$ cat src/rtl/div_real_seq.sv
// Sequential fixed-point divider: c = (a scaled to the quotient exponent) / b, truncated
// toward zero, with saturation and a divide-by-zero flag, fixed c_width+1 cycle compute phase.
module div_real_seq #(
  parameter int a_width    = 16,
  parameter int a_exponent = -8,
  parameter int b_width    = 17,
  parameter int b_exponent = -9,
  parameter int c_width    = 18,
  parameter int c_exponent = -10
) (
  input  logic                      clk,
  input  logic                      rst,
  input  logic signed [a_width-1:0] a,
  input  logic signed [b_width-1:0] b,
  input  logic                      in_valid,
  output logic                      in_ready,
  output logic signed [c_width-1:0] c,
  output logic                      out_valid,
  input  logic                      out_ready,
  output logic                      div_zero,
  output logic                      overflow
);
  localparam int SHIFT = a_exponent - b_exponent - c_exponent;
  localparam int SHP   = (SHIFT > 0) ? SHIFT : 0;
  localparam int SHN   = (SHIFT < 0) ? -SHIFT : 0;
  localparam int NW    = a_width + SHP + 1;
  localparam int WW    = (NW > b_width + c_width) ? NW : b_width + c_width;
  localparam int CW    = $clog2(c_width + 1);
  localparam logic [c_width-1:0] C_MAX = {1'b0, {(c_width-1){1'b1}}};
  localparam logic [c_width-1:0] C_MIN = {1'b1, {(c_width-1){1'b0}}};

  typedef enum logic [1:0] {IDLE, CALC, DONE} state_t;
  state_t state, state_n;

  logic [CW-1:0]             cnt;
  logic signed [a_width-1:0] a_r;
  logic signed [b_width-1:0] b_r;
  logic [WW-1:0]             rem, dreg;
  logic [c_width-2:0]        q;
  logic                      neg, bz, ovf;

  logic signed [NW-1:0]      a_ext, n_full;
  logic [NW-1:0]             n_mag;
  logic signed [b_width:0]   b_ext;
  logic [b_width:0]          b_mag;
  logic [WW-1:0]             d_init;
  logic                      neg_c, bz_c, ovf_c, ge;
  logic [c_width-1:0]        q_n, res;

  assign in_ready  = (state == IDLE);
  assign out_valid = (state == DONE);

  always_ff @(posedge clk) begin
    if (rst) state <= IDLE;
    else     state <= state_n;
  end

  always_comb begin
    state_n = state;
    case (state)
      IDLE:    if (in_valid) state_n = CALC;
      CALC:    if (cnt == CW'(c_width)) state_n = DONE;
      DONE:    if (out_ready) state_n = IDLE;
      default: state_n = IDLE;
    endcase
  end

  // Magnitudes carry one spare bit so the most-negative operand negates cleanly.
  always_comb begin
    a_ext  = {{(SHP+1){a_r[a_width-1]}}, a_r};
    n_full = (a_ext <<< SHP) >>> SHN;
    n_mag  = n_full[NW-1] ? NW'(-n_full) : NW'(n_full);
    b_ext  = {b_r[b_width-1], b_r};
    b_mag  = b_ext[b_width] ? (b_width+1)'(-b_ext) : (b_width+1)'(b_ext);
    d_init = WW'(b_mag) << (c_width-1);
    neg_c  = a_r[a_width-1] ^ b_r[b_width-1];
    bz_c   = (b_r == '0);
    // Negative results may reach magnitude 2^(c_width-1), one step further than positive ones.
    ovf_c  = ~bz_c & (WW'(n_mag) >= (neg_c ? d_init + WW'(b_mag) : d_init));
    ge     = (rem >= dreg);
    q_n    = {q, ge};
    if (bz)       res = a_r[a_width-1] ? C_MIN : C_MAX;
    else if (ovf) res = neg ? C_MIN : C_MAX;
    else          res = neg ? -q_n : q_n;
  end

  always_ff @(posedge clk) begin
    if (rst) begin
      cnt <= '0; a_r <= '0; b_r <= '0; rem <= '0; dreg <= '0; q <= '0;
      neg <= 1'b0; bz <= 1'b0; ovf <= 1'b0;
      c <= '0; div_zero <= 1'b0; overflow <= 1'b0;
    end else begin
      case (state)
        IDLE: if (in_valid) begin
          a_r <= a;
          b_r <= b;
          cnt <= '0;
        end
        CALC: begin
          cnt <= cnt + 1'b1;
          if (cnt == '0) begin
            rem  <= WW'(n_mag);
            dreg <= d_init;
            q    <= '0;
            neg  <= neg_c;
            bz   <= bz_c;
            ovf  <= ovf_c;
          end else begin
            rem  <= ge ? rem - dreg : rem;
            dreg <= dreg >> 1;
            q    <= q_n[c_width-2:0];
            if (cnt == CW'(c_width)) begin
              c        <= res;
              div_zero <= bz;
              overflow <= ovf;
            end
          end
        end
        DONE: if (out_ready) begin
          c        <= '0;
          div_zero <= 1'b0;
          overflow <= 1'b0;
        end
        default: ;
      endcase
    end
  end
endmodule

$ cat config.mk
export PLATFORM = sky130hd
export DESIGN_NAME = div_real_seq
export DESIGN_NICKNAME = d
export VERILOG_FILES = /design/src/rtl/div_real_seq.sv
export SDC_FILE = /design/constraint.sdc
export NUM_CORES = 1
export LEC_CHECK = 0
export ABC_AREA = 1
export CAP_MARGIN = 0
export CORE_MARGIN = 10
export CORE_UTILIZATION = 45
export DETAILED_ROUTE_END_ITERATION = 7
export PLACE_DENSITY = 0.65
export SLEW_MARGIN = 25
export SYNTH_ARGS = -nofsm -noshare
export SYNTH_HDL_FRONTEND = slang
export SYNTH_SLANG_ARGS = --single-unit
$ cat constraint.sdc
create_clock -name clk -period 3 [get_ports clk]
set_clock_uncertainty 0.15 [all_clocks]
set_input_delay 0.6 -clock clk [delete_from_list [all_inputs] [get_ports clk]]
set_output_delay 0.6 -clock clk [all_outputs]
set_load 0.1 [all_outputs]
# Word-level counts from Yosys, hierarchy flattened
# Index checks and enable logic that the tools add are counted.
# word_totals
register_bits	150
elab_cells	72
# op_classes
reduce_logical	12
order_cmp	2
n_eq_ne	7
n_bitwise	3
add_sub_neg	6
mux	29
# ops
cell	count
two-way mux 18 bit	9
two-way mux 35 bit	4
one-hot mux 18 bit (2 select lines)	1
adder 35 x 18 -> 35 bit	1
>= comparator 28 x 35 -> 1 bit	1
>= comparator 35 bit	1
subtractor 35 bit	1
two-way mux 28 bit	1
negation 27 -> 28 bit	1
negation 17 -> 18 bit	1
negation 18 bit	1
logical NOT 17 bit	1
two-way mux 17 bit	1
one-hot mux 5 bit (2 select lines)	1
AND reduction 2 bit	4
two-way mux 2 bit	3
!= test 2 bit, second input constant	3
one-hot mux 2 bit (3 select lines)	1
nonzero test 2 bit	3
adder 5 x 1 -> 5 bit, second input constant	1
== test 5 bit, second input constant	1
logical NOT 5 bit	1
two-way mux 1 bit	5
two-way mux 5 bit	1
other kinds (10)	11

# Depth between registers and ports, before layout
# logic_depth
depth_word	8
mapped_depth	24

# Worst setup path after synthesis
# OpenSTA, ideal clock, no wires.
# synth_path
kind	flip-flop to flip-flop
startpoint	register dreg[12]
endpoint	register c[16]
n_path_buf	0
synth_period_minus_slack_ns	2.893
arrival_ns	2.611
path_stages_with_launch	20
setup_ns	0.132
path_slack_ns	0.107
t_required_ns	2.718
path_cell_list	dfxtp_1 inv_1 ha_1 a21oi_1 o21ai_1 a21oi_1 nand3_2 nand2_2 nand2_4 inv_4 ha_1 nand2_1 nor3_1 nand3_1 nor3_1 nand4_1 nand2_1 xor2_1 o21ai_0 a21oi_1
# synth_via
elab_chain_cells	8
# synth_lines
element	line	rtl
start: declaration	38	logic [WW-1:0] rem, dreg;
start signal: assignment	103	dreg <= d_init;
start signal: assignment	110	dreg <= dreg >> 1;
>= comparator 35 bit	80	ge = (rem >= dreg);
negation 18 bit	84	else res = neg ? -q_n : q_n;
two-way mux 18 bit	84	
two-way mux 18 bit	83	else if (ovf) res = neg ? C_MIN : C_MAX;
two-way mux 18 bit	82	if (bz) res = a_r[a_width-1] ? C_MIN : C_MAX;
two-way mux 18 bit	112	if (cnt == CW'(c_width)) begin
two-way mux 18 bit	101	if (cnt == '0) begin
one-hot mux 18 bit (2 select lines)	93	case (state)
end signal: assignment	113	c <= res;
end: declaration	17	output logic signed [c_width-1:0] c,
# No other way between the ends. The select of a mux whose other input is x is not followed.
# A chain may end at the register's enable or synchronous reset.

# Worst setup path in the final report
# layout_path
startpoint	register a_r[1]
endpoint	register ovf
# layout_via
elab_chain_cells	4
# layout_lines
element	line	rtl
start: declaration	36	logic signed [a_width-1:0] a_r;
start signal: assignment	89	cnt <= '0; a_r <= '0; b_r <= '0; rem <= '0; dreg <= '0; q <= '0;
start signal: assignment	95	a_r <= a;
negation 27 -> 28 bit	72	n_mag = n_full[NW-1] ? NW'(-n_full) : NW'(n_full);
two-way mux 28 bit (*)	72	
>= comparator 28 x 35 -> 1 bit (*)	79	ovf_c = ~bz_c & (WW'(n_mag) >= (neg_c ? d_init + WW'(b_mag) : d_init));
bitwise AND 1 bit (*)	79	
end signal: assignment	107	ovf <= ovf_c;
end: declaration	40	logic neg, bz, ovf;
# Every way passes the cells marked *; elsewhere a longest branch is shown, timed or not.

==> Flow_metrics.wiki <==
{| class="wikitable"
! Metric !! Value
|-
| Status || finished, violations left
|-
| Violated checks || setup timing
|-
| Final count of hold timing violations || 0
|-
| GRT Residual Overflow || 0
|-
| Worst skew pair latency || 430 ps
|-
| Cell Chain, Critical Path || buf_4 -> nor3_4 -> nand3_2 -> nor3_4 -> nand3_2 -> nand2_1 -> o21ai_0 -> xor2_1 -> ha_1 -> nand4_1 -> nor3_2 -> nand2_1 -> a21oi_2 -> nand2_1 -> a21oi_2 -> nand4_1 -> nand3_1 -> nand4_1 -> a21oi_1
|-
| Number of max-slew violations in the final report || 0
|-
| Via count || approximately 10000
|-
| Worst-margin pin slew || between 600 and 700 ps
|-
| Routed wire length || 28800 um
|-
| Power per standard cell area || between 600 and 700 mW/mm2
|-
| Placement Rows || between 50 and 60
|-
| Sequential fraction of the synthesis area || 30.1%
|-
| Horiz. Die Dim || 169 um
|-
| Fin crit share || 104%
|-
| Area used by sequential logic in the layout || 0.00303 mm2
|-
| Max-Cap Viols || 0
|-
| Number of detailed-routing iterations run before antenna repair || 5
|-
| IR drop worst, VDD || 0.346 mV
|-
| Overall die area || 0.0285 mm2
|-
| Total Nets Final || 1801
|-
| Required time reported for the critical path endpoint || 3210 ps
|-
| Clock tree root driver cell || sky130_fd_sc_hd__clkbuf_16
|-
| Clk slew on worst S/H paths || approximately 70 ps
|-
| Avg Inst Size Synth || between 6 and 7 um2
|-
| Number of fill cells in the layout || 2060
|-
| EDFF count, synth || 0
|-
| Maximum buffer depth of the clock tree || 2
|-
| Yosys warns || 0
|-
| Arrival time of the worst setup path || about 3300 ps
|-
| Number of global-route vias before repair || 10200
|-
| Setup WS post-layout || -133 ps
|-
| Bufs and invs on worst path || 1
|-
| Sequential share of power || a little over a quarter
|-
| Netlist area before placement || around 0.010 mm2
|-
| Routability cong. || 0.907
|-
| Endpoints failing setup || 1
|-
| Buffers added on ports || 58
|-
| Most common flop cell mapped by yosys || sky130_fd_sc_hd__dfxtp_1
|-
| Iteration-0 DRC Markers || 634
|-
| Global router's overall resource usage || 19.6%
|-
| HPWL after DPL || between 20000 and 25000 um
|-
| Die Height || 169 um
|-
| Layout-stage area growth over the synthesis result || 30.6%
|-
| Path type of the worst setup path || register to register
|-
| Number of instances in the synthesized netlist || 1545
|-
| Antenna Diode Count || 0
|-
| Starting Density || 45.6%
|-
| Part of the power in the clock network || between 30% and 40%
|-
| Clk sinks || 150
|-
| Psw || 3.06 mW
|-
| Unrepaired setup endpoints after global routing || yes
|-
| Initial antenna violation count || 0
|-
| Area taken by multi-input logic gates || slightly below 0.007 mm2
|-
| Number of placed I/O pins || 59
|-
| Clock buffer count from CTS || 17
|-
| Drt wl/cell || 14.4 um
|-
| Largest net degree at the start of global routing || 99
|-
| Area of the core region || 0.0218 mm2
|-
| Yosys cell types || 49
|-
| Post-detailed-route via-to-cell ratio || 5.24
|-
| Maximum operating frequency || 0.319 GHz
|-
| Leakage power figure || ~5.6 nW
|-
| Antenna violation net count after detailed routing || 0
|-
| Gate power share || 42.5%
|-
| Crit path time final || 3130 ps
|-
| Crit start category || register
|-
| Crit path max-delay family || simple AND/OR/NAND/NOR gates
|-
| CTS H-tree depth || 4
|-
| Worst slew margin || a little under 60%
|-
| Fraction of registers with async set/reset || 0%
|-
| Register bit total from synthesis || 150
|-
| Sw Share || 37.7%
|-
| Largest fanout on the critical path || 2
|-
| Min-delay worst type || register to register
|-
| Crit-path slowest cell || sky130_fd_sc_hd__dfxtp_2
|-
| Kind of end point of the critical path || register
|-
| Internal cell power || 5.04 mW
|-
| Layout cell share with drive strength beyond 1 || 20.7%
|-
| CTS tree || done
|-
| Hold Slack || about 310 ps
|-
| Total DRC errors in the routed layout || 0
|-
| Largest stage delay on the critical path || ~330 ps
|-
| Post-Place Setup Slack || -190 ps
|-
| Hold-fix buffers at CTS || 0
|-
| Wire length of the first global-routing pass || ~48000 um
|}
## cell usage after synthesis, types with 11 or more instances
cell type | count | area share (%)
sky130_fd_sc_hd__a21oi_1 | 187 | 9.4
sky130_fd_sc_hd__a31oi_1 | 15 | 0.94
sky130_fd_sc_hd__clkbuf_1 | 43 | 1.6
sky130_fd_sc_hd__dfxtp_1 | 150 | 30
sky130_fd_sc_hd__ha_1 | 60 | 7.5
sky130_fd_sc_hd__inv_1 | 156 | 5.9
sky130_fd_sc_hd__inv_2 | 12 | 0.45
sky130_fd_sc_hd__nand2_1 | 418 | 16
sky130_fd_sc_hd__nand3_1 | 71 | 3.6
sky130_fd_sc_hd__nand4_1 | 19 | 1.2
sky130_fd_sc_hd__nor2_1 | 124 | 4.7
sky130_fd_sc_hd__nor2_2 | 11 | 0.69
sky130_fd_sc_hd__nor3_1 | 21 | 1.1
sky130_fd_sc_hd__o21ai_0 | 101 | 5.1
sky130_fd_sc_hd__o21ai_1 | 13 | 0.65
sky130_fd_sc_hd__xnor2_1 | 15 | 1.3
sky130_fd_sc_hd__xor2_1 | 29 | 2.5
## stage by stage
stage | total power [mW] | instances | TNS (ps) | util [%] | cell area (um2)
floorplan | 4.23 | 1546 | 0 | - | 9970
CTS | 7.77 | 1988 | 0 | 56.6 | 12300
finish | 8.10 | 1996 | -133 | 59.6 | 13000
detailed placement | 5.26 | 1956 | -535 | 53.0 | 11600
global placement | 5.24 | 1956 | -182 | 53.0 | 11600
global route | 8.61 | 1996 | -603 | 59.6 | 13000
## logic make-up (layout without fill, tap and decap cells)
logic type                 count (synthesis)  after routing  share of synthesized area (%)
AOI/OAI and AO/OA                        364            364                           19.6
xor gates and xnor gates                  44             44                           3.87
buffers and inverters                    229            399                           9.11
adders and majority gates                 61             61                           7.74
other                                      1              2                         0.0376
DFF                                      150            150                           30.1
and+or+nand+nor                          696            696                           29.5
## path summary, 6_finish.rpt
check | startpoint | slack (ps) | end | cells past startpoint
max | a_r[1] | -130 | ovf | 19
min | dreg[17] | 310 | dreg[16] | 2
max reg2reg | a_r[1] | -130 | ovf | 19
min reg2reg | dreg[17] | 310 | dreg[16] | 2
## tightest hold or removal path, stage by stage (launching register included)
cell	delay (ps)
sky130_fd_sc_hd__dfxtp_1	310
sky130_fd_sc_hd__nand2_1	60
sky130_fd_sc_hd__a21oi_1	50
## cells in the final DEF (no fill, tap or decap), drive strengths merged, types with 5 or more instances in the layout
cell and n:
nor4 6, dfxtp 150, bufinv 5, nor3 21
inv 174, clkinv 6, ha 60, clkdlybuf4s50 35
clkbuf 19, xor2 29, nand4 19, a31oi 15
a21oi 188, o21ai 116, o22ai 10, nor2 139
xnor2 15, o31ai 6, buf 158, nand2 429
a21o 10, nand3 73
## flip-flops by register name (all words and copies together) (netlist names)
register  cells
dreg         35
rem          35
c            18
b_r          17
q            17
a_r          16
cnt           5
state         2
bz            1
div_zero      1
neg           1
overflow      1
ovf           1
## timing repair
action,in CTS,in global routing
pin swaps,0,36
setup buffers,0,8
cloned,0,0
setup endpoints to repair,5,16
gates resized for setup,25,117
## layer usage
layer | track usage (%) | wire (um) | vias to the layer above
li1 | - | - | 5392
met1 | 24.5 | 13300 | 4825
met2 | 33.8 | 13900 | 207
met3 | 3.13 | 1040 | 37
met4 | 5.45 | 510 | 0
met5 | 0 | 0 | -
## area by class of cell
class                   instances  share of cell area [%]
repair buffers                193                    11.9
inverters                     174                    5.06
clock inverters                13                    1.69
flip-flops and latches        150                    23.3
clock buffers                  19                    3.40
multi-input cells            1167                    52.0
well taps                     280                    2.69
## power by group through the flow
stage	combinational (mW)	sequential [mW]	clock, mW
floorplan	1.98	2.25	0
global placement	3.01	2.23	0
detailed placement	3.04	2.23	0
CTS	3.11	2.19	2.47
global route	3.82	2.23	2.56
finish	3.44	2.21	2.45
No activity file was read; power rests on OpenSTA's default activity.
